**src/rtl/mem_arbiter.sv**
```systemverilog
// rtl/mem_arbiter.sv - arbitrates fetch, load and store requests onto one RAM controller
//
// Purpose: picks one of the fetch/load/store requesters in IDLE, latches its fields,
// drives the matching RAM port in ISSUE until the controller answers, then spends one
// GAP cycle before arbitrating again. One transaction is outstanding at most.
//
// Ports:
//   clk_in, rst_in (sync, active-high), rdy_in (global enable / freeze)
//   clear_in            pipeline flush; blocks new fetch/load, cancels in-flight fetch/load
//   io_buffer_full_in   blocks stores into the I/O region
//   if_*  fetch requester   ld_* load requester   st_* store requester
//   mem_inst_*          instruction port to the RAM controller
//   mem_data_*          data port to the RAM controller (rw 1 = write)
//   busy_out            high whenever a transaction is in progress (state != IDLE)
module mem_arbiter #(
  parameter int         STARVE_LIMIT = 4,
  parameter logic [1:0] IO_SEL       = 2'b11
) (
  input  logic        clk_in,
  input  logic        rst_in,
  input  logic        rdy_in,
  input  logic        clear_in,
  input  logic        io_buffer_full_in,
  input  logic        if_req_in,
  input  logic [31:0] if_addr_in,
  output logic        if_ack_out,
  output logic [31:0] if_inst_out,
  input  logic        ld_req_in,
  input  logic [31:0] ld_addr_in,
  input  logic [2:0]  ld_width_in,
  input  logic        ld_sgn_in,
  output logic        ld_ack_out,
  output logic [31:0] ld_data_out,
  input  logic        st_req_in,
  input  logic [31:0] st_addr_in,
  input  logic [2:0]  st_width_in,
  input  logic [31:0] st_data_in,
  output logic        st_ack_out,
  output logic        mem_inst_en_out,
  output logic [31:0] mem_inst_addr_out,
  input  logic        mem_inst_rdy_in,
  input  logic [31:0] mem_inst_in,
  output logic        mem_data_en_out,
  output logic        mem_data_rw_out,
  output logic        mem_data_sgn_out,
  output logic [2:0]  mem_data_width_out,
  output logic [31:0] mem_data_addr_out,
  output logic [31:0] mem_data_out,
  input  logic        mem_data_rdy_in,
  input  logic [31:0] mem_data_in,
  output logic        busy_out
);

  typedef enum logic [1:0] {S_IDLE, S_ISSUE, S_GAP} state_t;
  typedef enum logic [1:0] {K_NONE, K_IF, K_LD, K_ST} kind_t;

  localparam logic [2:0] LIMIT      = 3'(STARVE_LIMIT);
  localparam logic [2:0] STARVE_MAX = 3'd7;

  state_t     state, state_nxt;
  kind_t      kind, grant;
  logic [2:0] starve_cnt;
  logic       cancel;
  logic       done;
  logic       st_elig, ld_elig, if_elig, starved;

  // A flush only blocks speculative traffic; stores are architectural and may proceed.
  assign st_elig = st_req_in && !((st_addr_in[17:16] == IO_SEL) && io_buffer_full_in);
  assign ld_elig = ld_req_in && !clear_in;
  assign if_elig = if_req_in && !clear_in;
  assign starved = (starve_cnt >= LIMIT) && if_elig;

  assign busy_out        = (state != S_IDLE);
  assign mem_inst_en_out = (state == S_ISSUE) && (kind == K_IF);
  assign mem_data_en_out = (state == S_ISSUE) && ((kind == K_LD) || (kind == K_ST));

  always_ff @(posedge clk_in) begin
    if (rst_in) begin
      state <= S_IDLE;
    end else if (rdy_in) begin
      state <= state_nxt;
    end
  end

  always_comb begin
    state_nxt = state;
    grant     = K_NONE;
    done      = 1'b0;
    case (state)
      S_IDLE: begin
        if (starved)      grant = K_IF;
        else if (st_elig) grant = K_ST;
        else if (ld_elig) grant = K_LD;
        else if (if_elig) grant = K_IF;
        if (grant != K_NONE) state_nxt = S_ISSUE;
      end
      S_ISSUE: begin
        // Only the port that was granted can complete the transaction.
        done = ((kind == K_IF) && mem_inst_rdy_in) ||
               (((kind == K_LD) || (kind == K_ST)) && mem_data_rdy_in);
        if (done) state_nxt = S_GAP;
      end
      S_GAP:   state_nxt = S_IDLE;
      default: state_nxt = S_IDLE;
    endcase
  end

  always_ff @(posedge clk_in) begin
    if (rst_in) begin
      kind               <= K_NONE;
      starve_cnt         <= 3'd0;
      cancel             <= 1'b0;
      if_ack_out         <= 1'b0;
      ld_ack_out         <= 1'b0;
      st_ack_out         <= 1'b0;
      if_inst_out        <= 32'd0;
      ld_data_out        <= 32'd0;
      mem_inst_addr_out  <= 32'd0;
      mem_data_rw_out    <= 1'b0;
      mem_data_sgn_out   <= 1'b0;
      mem_data_width_out <= 3'd0;
      mem_data_addr_out  <= 32'd0;
      mem_data_out       <= 32'd0;
    end else if (rdy_in) begin
      if_ack_out <= 1'b0;
      ld_ack_out <= 1'b0;
      st_ack_out <= 1'b0;
      case (state)
        S_IDLE: begin
          if (grant != K_NONE) begin
            kind <= grant;
            if (grant == K_IF) begin
              starve_cnt <= 3'd0;
            end else if (if_req_in && (starve_cnt != STARVE_MAX)) begin
              starve_cnt <= starve_cnt + 3'd1;
            end
          end
          case (grant)
            K_IF: mem_inst_addr_out <= if_addr_in;
            K_LD: begin
              mem_data_rw_out    <= 1'b0;
              mem_data_sgn_out   <= ld_sgn_in;
              mem_data_width_out <= ld_width_in;
              mem_data_addr_out  <= ld_addr_in;
              mem_data_out       <= 32'd0;
            end
            K_ST: begin
              mem_data_rw_out    <= 1'b1;
              mem_data_sgn_out   <= 1'b0;
              mem_data_width_out <= st_width_in;
              mem_data_addr_out  <= st_addr_in;
              mem_data_out       <= st_data_in;
            end
            default: ;
          endcase
        end
        S_ISSUE: begin
          if (clear_in && (kind != K_ST)) cancel <= 1'b1;
          if (done) begin
            // A flush in the completing cycle counts as well as an earlier one.
            cancel <= 1'b0;
            if (!(cancel || clear_in)) begin
              if (kind == K_IF) begin
                if_inst_out <= mem_inst_in;
                if_ack_out  <= 1'b1;
              end
              if (kind == K_LD) begin
                ld_data_out <= mem_data_in;
                ld_ack_out  <= 1'b1;
              end
            end
            if (kind == K_ST) st_ack_out <= 1'b1;
          end
        end
        default: ;
      endcase
    end
  end

endmodule

```
**config.mk**
```make
export PLATFORM = sky130hd
export DESIGN_NAME = mem_arbiter
export DESIGN_NICKNAME = d
export VERILOG_FILES = /design/src/rtl/mem_arbiter.sv
export SDC_FILE = /design/constraint.sdc
export NUM_CORES = 1
export LEC_CHECK = 0
export CORE_AREA = 2 2 149 151
export DETAILED_ROUTE_END_ITERATION = 10
export DIE_AREA = 0 0 151 153
export GPL_TIMING_DRIVEN = 0
export PLACE_DENSITY = 0.73
export RECOVER_POWER = 25
export SLEW_MARGIN = 20
export SYNTH_ARGS = -nofsm -noshare
export SYNTH_HDL_FRONTEND = slang
export SYNTH_SLANG_ARGS = --single-unit
```
**constraint.sdc**
```tcl
create_clock -name clk_in -period 2 [get_ports clk_in]
set_input_delay 0.6 -clock clk_in [delete_from_list [all_inputs] [get_ports clk_in]]
set_output_delay 0.6 -clock clk_in [all_outputs]
set_load 0.01 [all_outputs]
```
# Word-level counts from Yosys, hierarchy flattened
# Cells that the tools add are included.
[totals]
reg_bits = 176
in_bits = 209
out_inout_bits = 171
wordCells = 91
[op_classes]
n_addsub = 1
magnitude_cmp = 1
n_eq_ne = 12
n_mux = 30
n_bitwise = 1
reduce_logical = 31
[op_table]
columns = ["op", "n"]
rows = [
  ["case mux 32 bit (2 select lines)", 2],
  ["2-to-1 mux 1 bit", 15],
  ["AND reduction 3 bit", 5],
  ["2-to-1 mux 2 bit", 7],
  ["nonzero test 2 bit", 6],
  ["logical AND 1 bit", 11],
  ["== test 2 bit, second input constant", 5],
  ["AND reduction 5 bit", 2],
  ["== test 2 x 1 -> 1 bit, second input constant", 3],
  ["2-to-1 mux 3 bit", 2],
  ["case mux 3 bit (2 select lines)", 1],
  ["inequality test 2 bit, second input constant", 2],
  ["case mux 1 bit (2 select lines)", 2],
  ["case mux 2 bit (2 select lines)", 1],
  ["AND reduction 4 bit", 1],
  ["adder 3 x 1 -> 3 bit, second input constant", 1],
  [">= comparator 3 bit, second input constant", 1],
  ["logical OR 1 bit", 3],
  ["inequality test 3 bit, second input constant", 1],
  ["logical NOT 1 bit", 2],
  ["logical NOT 2 bit", 1],
  ["inequality test 2 x 1 -> 1 bit, second input constant", 1],
  ["NOT 1 bit", 1],
]

# Depth between registers and ports, before layout
# Gate-level depths: netlist of run 1.
[logic_depth]
word_depth = 11
depth_mapped = 8
depth_no_buf = 5

# Least setup slack after synthesis of run 1
# Ideal clock, no wire load.
[synth_timing]
kind = "input port to flip-flop"
startpoint = "in rdy_in"
endpoint = "reg starve_cnt[1]"
setup_time_ns = 0.129
arrival_ns = 1.829
required_time_ns = 1.871
path_slack_ns = 0.042
cell_stages = 6
path_buffers = 2
cell_sequence = "buf_4 or3b_1 buf_6 or3_4 a2bb2oi_4 o32ai_1"
[synth_between]
elab_chain_len = 1
[synth_rtl]
columns = ["item", "line", "rtl"]
rows = [
  ["from (decl)", "21", "input logic rdy_in,"],
  ["AND reduction 4 bit (no source line)", "--", ""],
  ["to (signal assigned)", "135", "starve_cnt <= starve_cnt + 3'd1;"],
  ["to (decl)", "62", "logic [2:0] starve_cnt;"],
]
# No other way between the ends.
# A chain may end at the register's enable or synchronous reset.

# Worst setup path in the final report of run 1
[layout_timing]
startpoint = "reg mem_data_addr_out[15]"
endpoint = "out mem_data_addr_out[15]"
[layout_lines]
columns = ["item", "line", "rtl"]
rows = [
  ["from (decl)", "47", "output logic [31:0] mem_data_addr_out,"],
  ["from (signal assigned)", "144", "mem_data_addr_out <= ld_addr_in;"],
  ["from (signal assigned)", "151", "mem_data_addr_out <= st_addr_in;"],
]
# No word-level cell between the ends.

==> results of run 1 <==
-- power by group through the flow --
stage / clock [mW] / combinational (mW) / sequential, mW
after floorplan: 0 / 0.619 / 3.84
after global placement: 0 / 1.59 / 3.79
after detailed placement: 0 / 1.61 / 3.80
after CTS: 3.32 / 1.65 / 3.72
after global routing: 3.48 / 1.82 / 3.73
final: 3.25 / 1.70 / 3.72
-- cell type report --
type	count	share of cell area (%)
repair buffers	385	31.5
flip-flops and latches	176	29.3
multi-input cells	594	27.4
plain buffers	91	4.13
clock buffers	19	3.59
well taps	280	2.91
clock inverters	13	1.03
inverters	4	0.125
-- routing by layer --
metal	wire length, um	global-route usage (%)
met1	11900	28.8
met2	14400	42.9
met3	2380	7.40
met4	568	6.05
met5	0	0
-- state kept, by name (all words and copies together) (netlist names) --
signal,flops
ld_ack_out,1
st_ack_out,1
kind,2
if_ack_out,1
mem_data_addr_out,32
if_inst_out,32
mem_inst_addr_out,32
state,2
mem_data_out,32
cancel,1
mem_data_width_out,3
ld_data_out,32
starve_cnt,3
mem_data_sgn_out,1
mem_data_rw_out,1
-- cells in the final DEF (no fill, tap or decap), types with 5 or more instances in the layout --
cell             count
buf_2               20
a311oi_1            26
clkbuf_16           17
clkbuf_4             6
nand2_1            201
o31ai_2              7
dfxtp_1            173
o21ai_0             38
a311oi_2             7
buf_4               18
nand2b_1             5
a21oi_1            169
clkdlybuf4s50_1    363
clkbuf_2             7
nand4_1             66
clkbuf_1            49
o31ai_1             25
inv_6                5
buf_6                7
-- timing repair --
| action | 4_1_cts | 5_1_grt |
|---|---|---|
| setup endpoints to repair | 111 | 81 |
| hold endpoints to repair | 0 | 0 |
| pin swaps | 2 | 6 |
| setup buffers | 5 | 3 |
| resized for setup | 48 | 48 |
-- cells by family (layout without fill, tap and decap cells) --
family,count (synthesis),count (layout),synth area share (%)
compound gates,287,287,24.3
fa+ha+maj,2,2,0.350
flops,176,176,49.3
buf+inv,97,512,6.01
simple gates,305,305,20.0
-- metrics by stage --
step	total power [mW]	setup slack, ps	hold slack (ps)	utilization, %	std cells
2_1_floorplan	4.46	42.0	445	-	867
3_3_place_gp	5.38	-868	440	52.4	1524
3_5_place_dp	5.40	-886	446	52.4	1524
4_1_cts	8.69	-25.4	456	55.6	1559
5_1_grt	9.04	-8.97	476	56.1	1562
6_report	8.67	33.8	453	56.1	1562
-- worst paths after layout --
check / start / end / slack, ps / depth (start not counted)
hold / removal: if_inst_out[19]$_SDFFE_PP0P_ / if_inst_out[19]$_SDFFE_PP0P_ / 450 / 2
hold reg to reg: if_inst_out[19]$_SDFFE_PP0P_ / if_inst_out[19]$_SDFFE_PP0P_ / 450 / 2
setup / recovery: mem_data_addr_out[15]$_SDFFE_PP0P_ / mem_data_addr_out[15] / 30 / 1
setup reg to reg: state[0]$_SDFFE_PP0P_ / mem_data_out[29]$_SDFFE_PP0P_ / 160 / 6
==> qor.yml, run 1 <==
sta:
  relSlewSlack_pct: 44.7
  fin_tns_setup_ps: 0
  max_freq_mhz: 509
  skew_ps: 8.62
  drv_slew: 0
  worst_pin_slew_ps: 829
  min_period_ps: 1970
  period_share_pct: 98.3
  final-hold-violation-count: 0
  final-setup-viol-count: 0
  rsz0062_at_grt: "yes"
clock_tree:
  cts_tree: "done"
  clock_latency_ps: 420
  cts.sinks: 176
  clk_pin_slew_worst_paths_ps: 80
  postCtsHoldBufs: 0
  root_buffer: "clkbuf_16"
  clk_path_buf_depth: 2
  cts_max_level: 4
  cts_made_buffers: 17
power_and_ir_drop:
  pwr-share-seq_pct: 42.9
  power_density_nw_per_um2: 720
  p_comb_share_pct: 19.6
  switching_share_pct: 29.1
  power_frac_clock_pct: 37.5
  p_int_mw: 6.15
  power.leakage_nw: 4.15
  switchingPower_mw: 2.52
  vdd_drop_max_mv: 0.515
hold_path:
  hold_class: "flop to flop"
synth:
  netlist.area_leader.share_pct: 49.3
  synth_largest_area_cell: "dfxtp_1"
  postSynthNetCount: 1078
  ys_warn_count: 0
  yosys-top-cells-area: "dfxtp_1 49%, a21oi_1 12%, nand2_1 11%, nand4_1 5.8%, a311oi_1 4.0%"
  synthTopCellsByCount: "201 x nand2_1, 176 x dfxtp_1, 169 x a21oi_1"
  synth_ff_type: "dfxtp_1"
  syn_area_sq_um: 7140
  ys_seq_area_share_pct: 49.3
  yosysMostFrequentCell: "nand2_1"
  synth_cells: 867
  synth_seq_cells: 176
  synth_cell_types: 41
  postSynth.asyncResetShare_pct: 0
  postSynthAreaPerCell_sq_um: 8.24
  synth_edf_count: 0
floorplanning:
  die-area_sq_um: 23100
  start_util_pct: 33.2
  io-pin-count: 380
  num_rows: 54
  die_h_um: 153
  core_area_sq_um: 21500
  die_x_um: 151
worst_setup_path:
  crit_fanout: 2
  cpMaxStageDelayCell: "clkdlybuf4s50_1"
  worstSetupPathType: "flop to primary output"
  critPathArrivalTime_ps: 1370
  max_stage_delay_ps: 610
  crit_path_end_kind: "primary output"
  startpoint_type: "flop"
  path_delay_family: "buffers and inverters"
  required_ps: 1400
  crit_chain: "clkdlybuf4s50_1"
  cp_num_buf_inv: 1
global_routing:
  antenna_found_initial: 0
  grt_pass1_vias: 7946
  grt_overflow: 0
  grt_pass1_wl_um: 44200
  grt_max_degree: 18
  grt_usage_pct: 24.4
finish:
  multi_input_area_sq_um: 3310
  postLayoutCellArea_sq_um: 12100
  final_nets: 1480
  drive_above_1_share_pct: 9.59
  register_area_sq_um: 3530
  fillers: 2002
  area.growth.synth_to_final_pct: 68.8
  antenna_cells: 0
job:
  cap_violations: 0
route:
  ant_nets: 0
  drc_errors: 0
  post_drt_wl_per_cell_um: 18.8
  routed_wirelength_um: 29300
  first_pass_iters: 4
  drt-initial-drc-count: 344
  vias: 8135
  vias_per_cell: 5.21
place:
  portBuffers: 377
  gp_congestion: 0.829
  place_hpwl_um: 21700
  placed_cell_area_sq_um: 11300
outcome:
  status: "complete, no violations"
Note: power is estimated with default switching activity, not from simulation.
==> inputs of run 2 (changes only) <==
==> constraint.sdc (replaced) <==
create_clock -name clk_in -period 2 [get_ports clk_in]
set_input_delay 0.2 -clock clk_in [delete_from_list [all_inputs] [get_ports clk_in]]
set_output_delay 0.2 -clock clk_in [all_outputs]
set_load 0.01 [all_outputs]
==> run 2 against run 1 <==
Combinational power fell by 6%. Non-clock buffer count down 6. Hold slack got worse by 320 ps. Final area decreased by 1.6%. Count of clock-buffer cells in the layout is the same. Sequential share of layout area grew 0.43 points. Register-to-register slack got worse by 30 ps. Die area did not move. Critical path depth grew 5. Power down 1.2%. First-iteration DRC count increased by 16%. Critical endpoint is now mem_data_out[29]$_SDFFE_PP0P_.
==> qor.yml, run 2 (same netlist as run 1, synthesis figures left out) <==
clock_tree:
  cts.sinks: 176
  cts_tree: "done"
  clk_pin_slew_worst_paths_ps: 70
  clock_latency_ps: 420
  clk_path_buf_depth: 2
  cts_made_buffers: 17
  cts_max_level: 4
  root_buffer: "clkbuf_16"
  postCtsSetupBuffers: 0
global_routing:
  grt_pass1_wl_um: 44200
  grt_overflow: 0
  grt_usage_pct: 24.4
  grt_pass1_vias: 7934
  antenna_found_initial: 0
  grt_max_degree: 18
sta:
  relSlewSlack_pct: 44.3
  drv_slew: 0
  final-setup-viol-count: 0
  holdWs_ps: 134
  max_freq_mhz: 532
  period_share_pct: 94.0
  skew_ps: 10.1
  rsz0062_at_grt: "yes"
  worst_pin_slew_ps: 835
  final-hold-violation-count: 0
  min_period_ps: 1880
route:
  drc_errors: 0
  routed_wirelength_um: 29000
  post_drt_wl_per_cell_um: 18.7
  drt-initial-drc-count: 400
  first_pass_iters: 7
  vias_per_cell: 5.20
  ant_nets: 0
  vias: 8085
worst_setup_path:
  crit_fanout: 10
  worstSetupPathType: "input port to flop"
  startpoint_type: "input port"
  required_ps: 2340
  crit_path_end_kind: "flop"
  critPathArrivalTime_ps: 2220
place:
  gp_congestion: 0.829
  place_hpwl_um: 21700
  portBuffers: 377
finish:
  most-common-layout-cells: "295 x clkdlybuf4s50_1, 201 x nand2_1, 174 x dfxtp_1, 169 x a21oi_1, 80 x dlygate4sd3_1"
  antenna_cells: 0
  final_nets: 1474
  area.growth.synth_to_final_pct: 66.1
  layout_commonest_cell: "clkdlybuf4s50_1"
  drive_above_1_share_pct: 7.13
  final_util_pct: 55.2
power_and_ir_drop:
  p_comb_share_pct: 18.7
  p_total_mw: 8.57
  power_density_nw_per_um2: 723
  switchingPower_mw: 2.49
  power.leakage_nw: 4.32
  p_int_mw: 6.08
  switching_share_pct: 29.0
  pwr-share-seq_pct: 43.4
  power_frac_clock_pct: 37.9
  vdd_drop_max_mv: 0.513
job:
  cap_violations: 0
floorplanning:
  die-area_sq_um: 23100
  num_rows: 54
  core_area_sq_um: 21500
  die_x_um: 151
  die_h_um: 153
  start_util_pct: 33.2
  io-pin-count: 380
hold_path:
  hold_class: "input port to flop"
outcome:
  status: "complete, no violations"
==> run 2: changes by cell type in the layout (fill, tap and decap cells not counted), moves of 7 or more <==
cell	previous run	this run
a311oi_1	26	33
a311oi_2	7	0
buf_2	20	29
buf_4	18	5
clkdlybuf4s50_1	363	295
dlygate4sd3_1	0	80
o31ai_1	25	32
o31ai_2	7	0
==> run 2: worst paths after layout <==
kind | from | endpoint | slack (ps) | depth (start not counted)
max | st_req_in | mem_data_out[29]$_SDFFE_PP0P_ | 120 | 6
min | rdy_in | mem_inst_addr_out[3]$_SDFFE_PP0P_ | 130 | 3
min reg2reg | if_inst_out[20]$_SDFFE_PP0P_ | if_inst_out[20]$_SDFFE_PP0P_ | 450 | 2
max reg2reg | state[1]$_SDFFE_PP0P_ | mem_inst_addr_out[22]$_SDFFE_PP0P_ | 130 | 7
==> run 2: cell type report <==
class / count / area [sq um]
multi-input combinational: 594 / 3200
clock buffer: 19 / 433
timing repair buffer: 377 / 3770
buffer: 93 / 433
tap: 280 / 350
sequential: 176 / 3530
clock inverter: 13 / 124
fill: 2040 / 9630
inverter: 4 / 15.0
==> run 2: power by group through the flow <==
stage,clock (mW),combinational [mW],sequential [mW]
global route,3.48,1.73,3.73
detailed placement,0,1.61,3.80
CTS,3.32,1.62,3.72
floorplan,0,0.619,3.84
finish,3.25,1.60,3.72
global placement,0,1.59,3.79
==> run 2: worst max-delay path, cell delays in order <==
cell and delay (ps):
clkdlybuf4s50_1 510, nor2b_1 220, o31ai_4 520, clkbuf_1 460, o21ai_0 140, a21oi_1 160
==> run 2: what timing repair did <==
item                                   in CTS  in global routing
pin swaps                                   1                  0
gates resized for setup                     5                 21
hold buffers                                0                  0
gates cloned                                0                  0
endpoints found under the hold margin       0                  0
setup endpoints to repair                  62                 60
==> run 2: per-stage QoR <==
| stage | cells | area, sq um | setup TNS, ps | worst slack, ps |
|---|---|---|---|---|
| 5_1_grt | 1556 | 11900 | -18.9 | -12.8 |
| 3_3_place_gp | 1524 | 11300 | -32890 | -468 |
| 3_5_place_dp | 1524 | 11300 | -36180 | -486 |
| 4_1_cts | 1556 | 11800 | 0 | 19.7 |
| 6_report | 1556 | 11900 | 0 | 120 |
| 2_1_floorplan | 867 | 7140 | 0 | 381 |
==> run 2: per-layer routing <==
layer  track usage, %  vias up  share of wire, %
met1             28.8     3809                40
li1                 -     3906                 -
met3             7.46       38               8.5
met4             6.19        0               2.0
met2             42.7      332                49
met5                0        -                 0
